--- src/rtl/clk_rst_sequencer.sv ---
// clk_rst_sequencer: PLL reset pulse, lock qualification and ordered
// release of domain resets, with lock supervision and restart.
module clk_rst_sequencer #(
    parameter int N_DOM        = 4,
    parameter int LOCK_STABLE  = 1024,
    parameter int STEP_GAP     = 16,
    parameter int PLL_RST_LEN  = 8,
    parameter int LOCK_TIMEOUT = 65536
) (
    input  logic             ext_clk,
    input  logic             ext_rst,
    input  logic             pll_locked,
    input  logic             sw_restart,
    output logic             pll_areset,
    output logic [N_DOM-1:0] dom_rst,
    output logic             seq_done,
    output logic             lock_fault,
    output logic [7:0]       relock_cnt
);

    typedef enum logic [2:0] {
        PLL_RST,
        WAIT_LOCK,
        STABLE,
        RELEASE,
        RUN
    } state_t;

    localparam logic [31:0] RST_LAST = 32'(PLL_RST_LEN - 1);
    localparam logic [31:0] TO_LAST  = 32'(LOCK_TIMEOUT - 1);
    localparam logic [31:0] STB_LAST = 32'(LOCK_STABLE - 1);
    localparam logic [31:0] GAP_LAST = 32'(STEP_GAP - 1);

    state_t           state, state_nxt;
    logic [31:0]      cnt, cnt_nxt;
    logic             areset_nxt;
    logic [N_DOM-1:0] dom_nxt;
    logic [N_DOM-1:0] dom_shift;
    logic             done_nxt;
    logic             fault_nxt;
    logic [7:0]       relock_nxt;
    logic [7:0]       relock_inc;
    logic             go_pll;
    logic             sync1;
    logic             locked_s;

    // Releasing one more domain is a left shift: bit 0 clears first.
    assign dom_shift  = dom_rst << 1;
    assign relock_inc = (relock_cnt == 8'hFF) ? relock_cnt
                                              : relock_cnt + 8'd1;

    // Lock is meaningless while the PLL is held in reset, so the
    // synchronizer is flushed whenever pll_areset is high next cycle.
    always_ff @(posedge ext_clk) begin
        if (ext_rst || areset_nxt) begin
            sync1    <= 1'b0;
            locked_s <= 1'b0;
        end else begin
            sync1    <= pll_locked;
            locked_s <= sync1;
        end
    end

    // State register and registered outputs.
    always_ff @(posedge ext_clk) begin
        if (ext_rst) begin
            state      <= PLL_RST;
            cnt        <= '0;
            pll_areset <= 1'b1;
            dom_rst    <= '1;
            seq_done   <= 1'b0;
            lock_fault <= 1'b0;
            relock_cnt <= '0;
        end else begin
            state      <= state_nxt;
            cnt        <= cnt_nxt;
            pll_areset <= areset_nxt;
            dom_rst    <= dom_nxt;
            seq_done   <= done_nxt;
            lock_fault <= fault_nxt;
            relock_cnt <= relock_nxt;
        end
    end

    // Next state and next output values.
    always_comb begin
        state_nxt  = state;
        cnt_nxt    = cnt + 32'd1;
        areset_nxt = pll_areset;
        dom_nxt    = dom_rst;
        done_nxt   = seq_done;
        fault_nxt  = lock_fault;
        relock_nxt = relock_cnt;
        go_pll     = 1'b0;
        unique case (state)
            PLL_RST: begin
                if (cnt == RST_LAST) begin
                    state_nxt  = WAIT_LOCK;
                    cnt_nxt    = '0;
                    areset_nxt = 1'b0;
                end
            end
            WAIT_LOCK: begin
                if (sw_restart) begin
                    go_pll = 1'b1;
                end else if (locked_s) begin
                    state_nxt = STABLE;
                    cnt_nxt   = '0;
                end else if (cnt == TO_LAST) begin
                    go_pll     = 1'b1;
                    fault_nxt  = 1'b1;
                    relock_nxt = relock_inc;
                end
            end
            STABLE: begin
                if (sw_restart) begin
                    go_pll = 1'b1;
                end else if (!locked_s) begin
                    state_nxt = WAIT_LOCK;
                    cnt_nxt   = '0;
                end else if (cnt == STB_LAST) begin
                    dom_nxt = dom_shift;
                    cnt_nxt = '0;
                    if (dom_shift == '0) begin
                        state_nxt = RUN;
                        done_nxt  = 1'b1;
                    end else begin
                        state_nxt = RELEASE;
                    end
                end
            end
            RELEASE: begin
                if (!locked_s) begin
                    go_pll     = 1'b1;
                    relock_nxt = relock_inc;
                end else if (sw_restart) begin
                    go_pll = 1'b1;
                end else if (cnt == GAP_LAST) begin
                    dom_nxt = dom_shift;
                    cnt_nxt = '0;
                    if (dom_shift == '0) begin
                        state_nxt = RUN;
                        done_nxt  = 1'b1;
                    end
                end
            end
            RUN: begin
                cnt_nxt = cnt;
                if (!locked_s) begin
                    go_pll     = 1'b1;
                    relock_nxt = relock_inc;
                end else if (sw_restart) begin
                    go_pll = 1'b1;
                end
            end
            default: go_pll = 1'b1;
        endcase
        if (go_pll) begin
            state_nxt  = PLL_RST;
            cnt_nxt    = '0;
            areset_nxt = 1'b1;
            dom_nxt    = '1;
            done_nxt   = 1'b0;
        end
    end

endmodule

--- config.mk ---
export PLATFORM = sky130hd
export DESIGN_NAME = clk_rst_sequencer
export DESIGN_NICKNAME = d
export VERILOG_FILES = /design/src/rtl/clk_rst_sequencer.sv
export SDC_FILE = /design/constraint.sdc
export NUM_CORES = 1
export LEC_CHECK = 0
export ABC_AREA = 1
export CAP_MARGIN = 20
export CORE_MARGIN = 2
export CORE_UTILIZATION = 64
export DETAILED_ROUTE_END_ITERATION = 8
export GPL_TIMING_DRIVEN = 0
export PLACE_DENSITY = 0.85
export RECOVER_POWER = 100
export SETUP_SLACK_MARGIN = 0.02
export SLEW_MARGIN = 20
export SYNTH_ARGS = -nofsm -noshare
export SYNTH_HDL_FRONTEND = slang
export SYNTH_SLANG_ARGS = --single-unit
--- constraint.sdc ---
create_clock -name ext_clk -period 2.6 [get_ports ext_clk]
set_input_delay 0.26 -clock ext_clk [delete_from_list [all_inputs] [get_ports ext_clk]]
set_output_delay 0.26 -clock ext_clk [all_outputs]
set_load 0.01 [all_outputs]
==> impl_metrics.yaml <==
global_routing:
  grt_pass1_vias: 2611
  grtUsageTotal_pct: 25.9
  grt_max_degree: 17
  grt_overflow_total: 0
  grt_pass1_wl_um: 11000
  antenna_found_initial: 0
logic_synthesis:
  muxShareOfSynthArea_pct: 0
  synth_top_family_by_area: "simple AND/OR/NAND/NOR gates"
  synth_compound_area_share_pct: 6.86
  synth_edf_count: 0
  yosysSeqAreaShare_pct: 34.8
  syn_inst: 455
  avgSynthCellArea_um2: 6.57
  ys_warn_count: 0
  async_reset_ff_share_pct: 0
  synth-main-ff-cell: "dfxtp_1"
  synth_simple_gate_area_share_pct: 42.5
  synth_nets: 461
  synth_top_area_share_pct: 34.8
  synth-adder-area-share_pct: 0.836
  synth_xor_area_share_pct: 7.32
  synth_common_cells: "nand2_1, nor2_1, dfxtp_1, inv_1, nand3_1"
  ys_top_cells_by_area: "dfxtp_1, nand2_1, nor2_1"
  synth_top_cell_by_area: "dfxtp_1"
  ys_ff_latch: 52
  synth_cell_types: 36
  syn-cell-area_um2: 2990
  synth.most_common_cell: "nand2_1"
sta:
  fin_tns_setup_ns: 0
  setup_viol: 0
  slew_viol_final: 0
  fin_skew_ns: 0.00694
  fin_crit_ns: 2.24
  finalHoldViolCount: 0
  tightest_slew_ns: 0.668
  fmax_mhz: 447
  rsz0062_at_grt: "false"
  relSlewSlack_pct: 55.1
  fin_crit_sh_pct: 86.1
clock_tree:
  numCtsBuffers: 5
  clock_path_buffers: 2
  cts_tree: "yes"
  post_cts_buffers: 0
  htree_levels: 2
  cts_sinks: 52
  clk_latency_ns: 0.30
  clkTransAtPathRegs_ns: 0.10
  postCtsHoldBufs: 0
  cts-resized-gates: 0
  ctsRootBufferMaster: "clkbuf_8"
drt:
  final_antenna_net_count: 0
  wl_um: 6400
  vias_per_cell: 5.42
  drtPass1Iterations: 5
  first_iter_violations: 187
  drc: 0
  avgRoutedWirePerCell_um: 12.0
  via_count: 2891
critical_path:
  cp.arrival_ns: 2.44
  reg2reg_depth: 11
  path_class: "reg -> reg"
  cp.required_ns: 2.80
  reg2reg_to: "cnt[15]"
  r2r_setup_slack_ns: 0.36
  rr_startpoint: "cnt[0]"
  worstSetupStartpointType: "register"
  critPathMaxFanout: 10
  critPathLaunch: "cnt[0]"
  end_kind: "register"
  critPathCapture: "cnt[15]"
power_and_ir_drop:
  p_leak_uw: 0.00132
  power_density_nw_per_um2: 567
  p_total_uw: 1880
  vdd_drop_max_mv: 0.422
hold_path:
  hold_path_class: "reg -> reg"
flow_run:
  cap_violations: 0
floorplan:
  row_count: 24
  io_pins: 19
  initial_core_util_pct: 67.8
  die_w_um: 72.4
  die_area_um2: 5240
  die_h_um: 72.4
  core_area_um2: 4410
placed_design:
  globalplace.congestion: 0.971
  place_inst: 525
  portBuffers: 18
  dp_hpwl_um: 4820
layout:
  drive_gt1_share_pct: 7.28
  multiInputGateArea_um2: 1690
  final_nets: 486
  antenna_cells: 0
  ff_latch_area_um2: 1040
  fin_cells: 533
  fillCellCount: 371
  syn_to_final_growth_pct: 10.9
outcome:
  status: "finished clean"
==> per-layer routing <==
metal  track usage, %  vias to the layer above  wire length (um)
met3             4.44                       13               317
li1                 -                     1494                 -
met2             41.9                       74              2900
met1             35.1                     1310              3100
met4             8.64                        0                85
met5                0                        -                 0
==> through the flow <==
step                      hold slack (ns)  instance area [um2]  setup slack [ns]  utilization, %
after floorplan                     0.329                 2990             0.895               -
after global placement              0.397                 3240             0.539            73.3
after detailed placement            0.420                 3240             0.549            73.3
after CTS                           0.435                 3350             0.521            75.9
after global routing                0.446                 3320             0.153            75.2
final                               0.428                 3320             0.362            75.2
==> placed cells by master (no fill, tap or decap), types with 3 or more instances in the layout <==
master           Yosys  routed
nor2_1              96     104
nand2_1             98      98
dfxtp_1             52      52
inv_1               44      44
nand3_1             39      40
xor2_1              18      18
dlygate4sd3_1        0      15
nor3_1              11      12
a21oi_1             12      12
nand4_1             12      12
o21ai_0              9       9
nor2_2              16       8
xnor2_1              7       7
clkbuf_8             0       5
nand2_2              4       4
inv_2                4       4
o21ai_1              3       3
buf_6                3       3
clkdlybuf4s50_1      0       3
==> critical path: stages (launching register included) <==
cell     delay (ns)
dfxtp_1        0.39
ha_1           0.23
nand2_1        0.09
nor2_2         0.14
nand3_1        0.17
nor3_1         0.31
nand3_1        0.18
nand2_2        0.17
inv_4          0.09
o21ai_4        0.10
buf_6          0.18
nor2_1         0.07
==> flip-flops by register name (all words and copies together) (netlist names) <==
register and cells:
dom_rst 4, locked_s 1, lock_fault 1, cnt 32, seq_done 1, relock_cnt 8
pll_areset 1, sync1 1, state 3
==> area by class of cell <==
cell class | instances | share of cell area (%)
Multi-Input combinational cell | 348 | 50.9
Sequential cell | 52 | 31.4
Inverter | 50 | 5.73
Timing Repair Buffer | 18 | 5.43
Clock buffer | 5 | 2.07
Tap cell | 52 | 1.96
Clock inverter | 3 | 1.28
Buffer | 5 | 1.24
==> cell families after synthesis <==
family / count (synthesis)
AND/OR/NAND/NOR: 287
XOR/XNOR: 25
buffers and inverters: 55
AO/OA/AOI/OAI: 34
flip-flops: 52
adder cells (fa/ha/maj): 2
==> power breakdown <==
group	leakage (uW)	switching [uW]	internal [uW]	total (uW)
sequential	0.000420	36.5	830	867
combinational	0.000846	295	160	455
clock	0.0000541	273	285	558
==> how the worst min path moves through the flow <==
stage | from | depth (start not counted) | endpoint
final | sync1 | 2 | locked_s
after global placement | sync1 | 2 | locked_s
after floorplan | ext_rst | 1 | relock_cnt[2]
after CTS | sync1 | 2 | locked_s
after detailed placement | sync1 | 2 | locked_s
after global routing | sync1 | 2 | locked_s
Power figures use the tool's default switching activity.
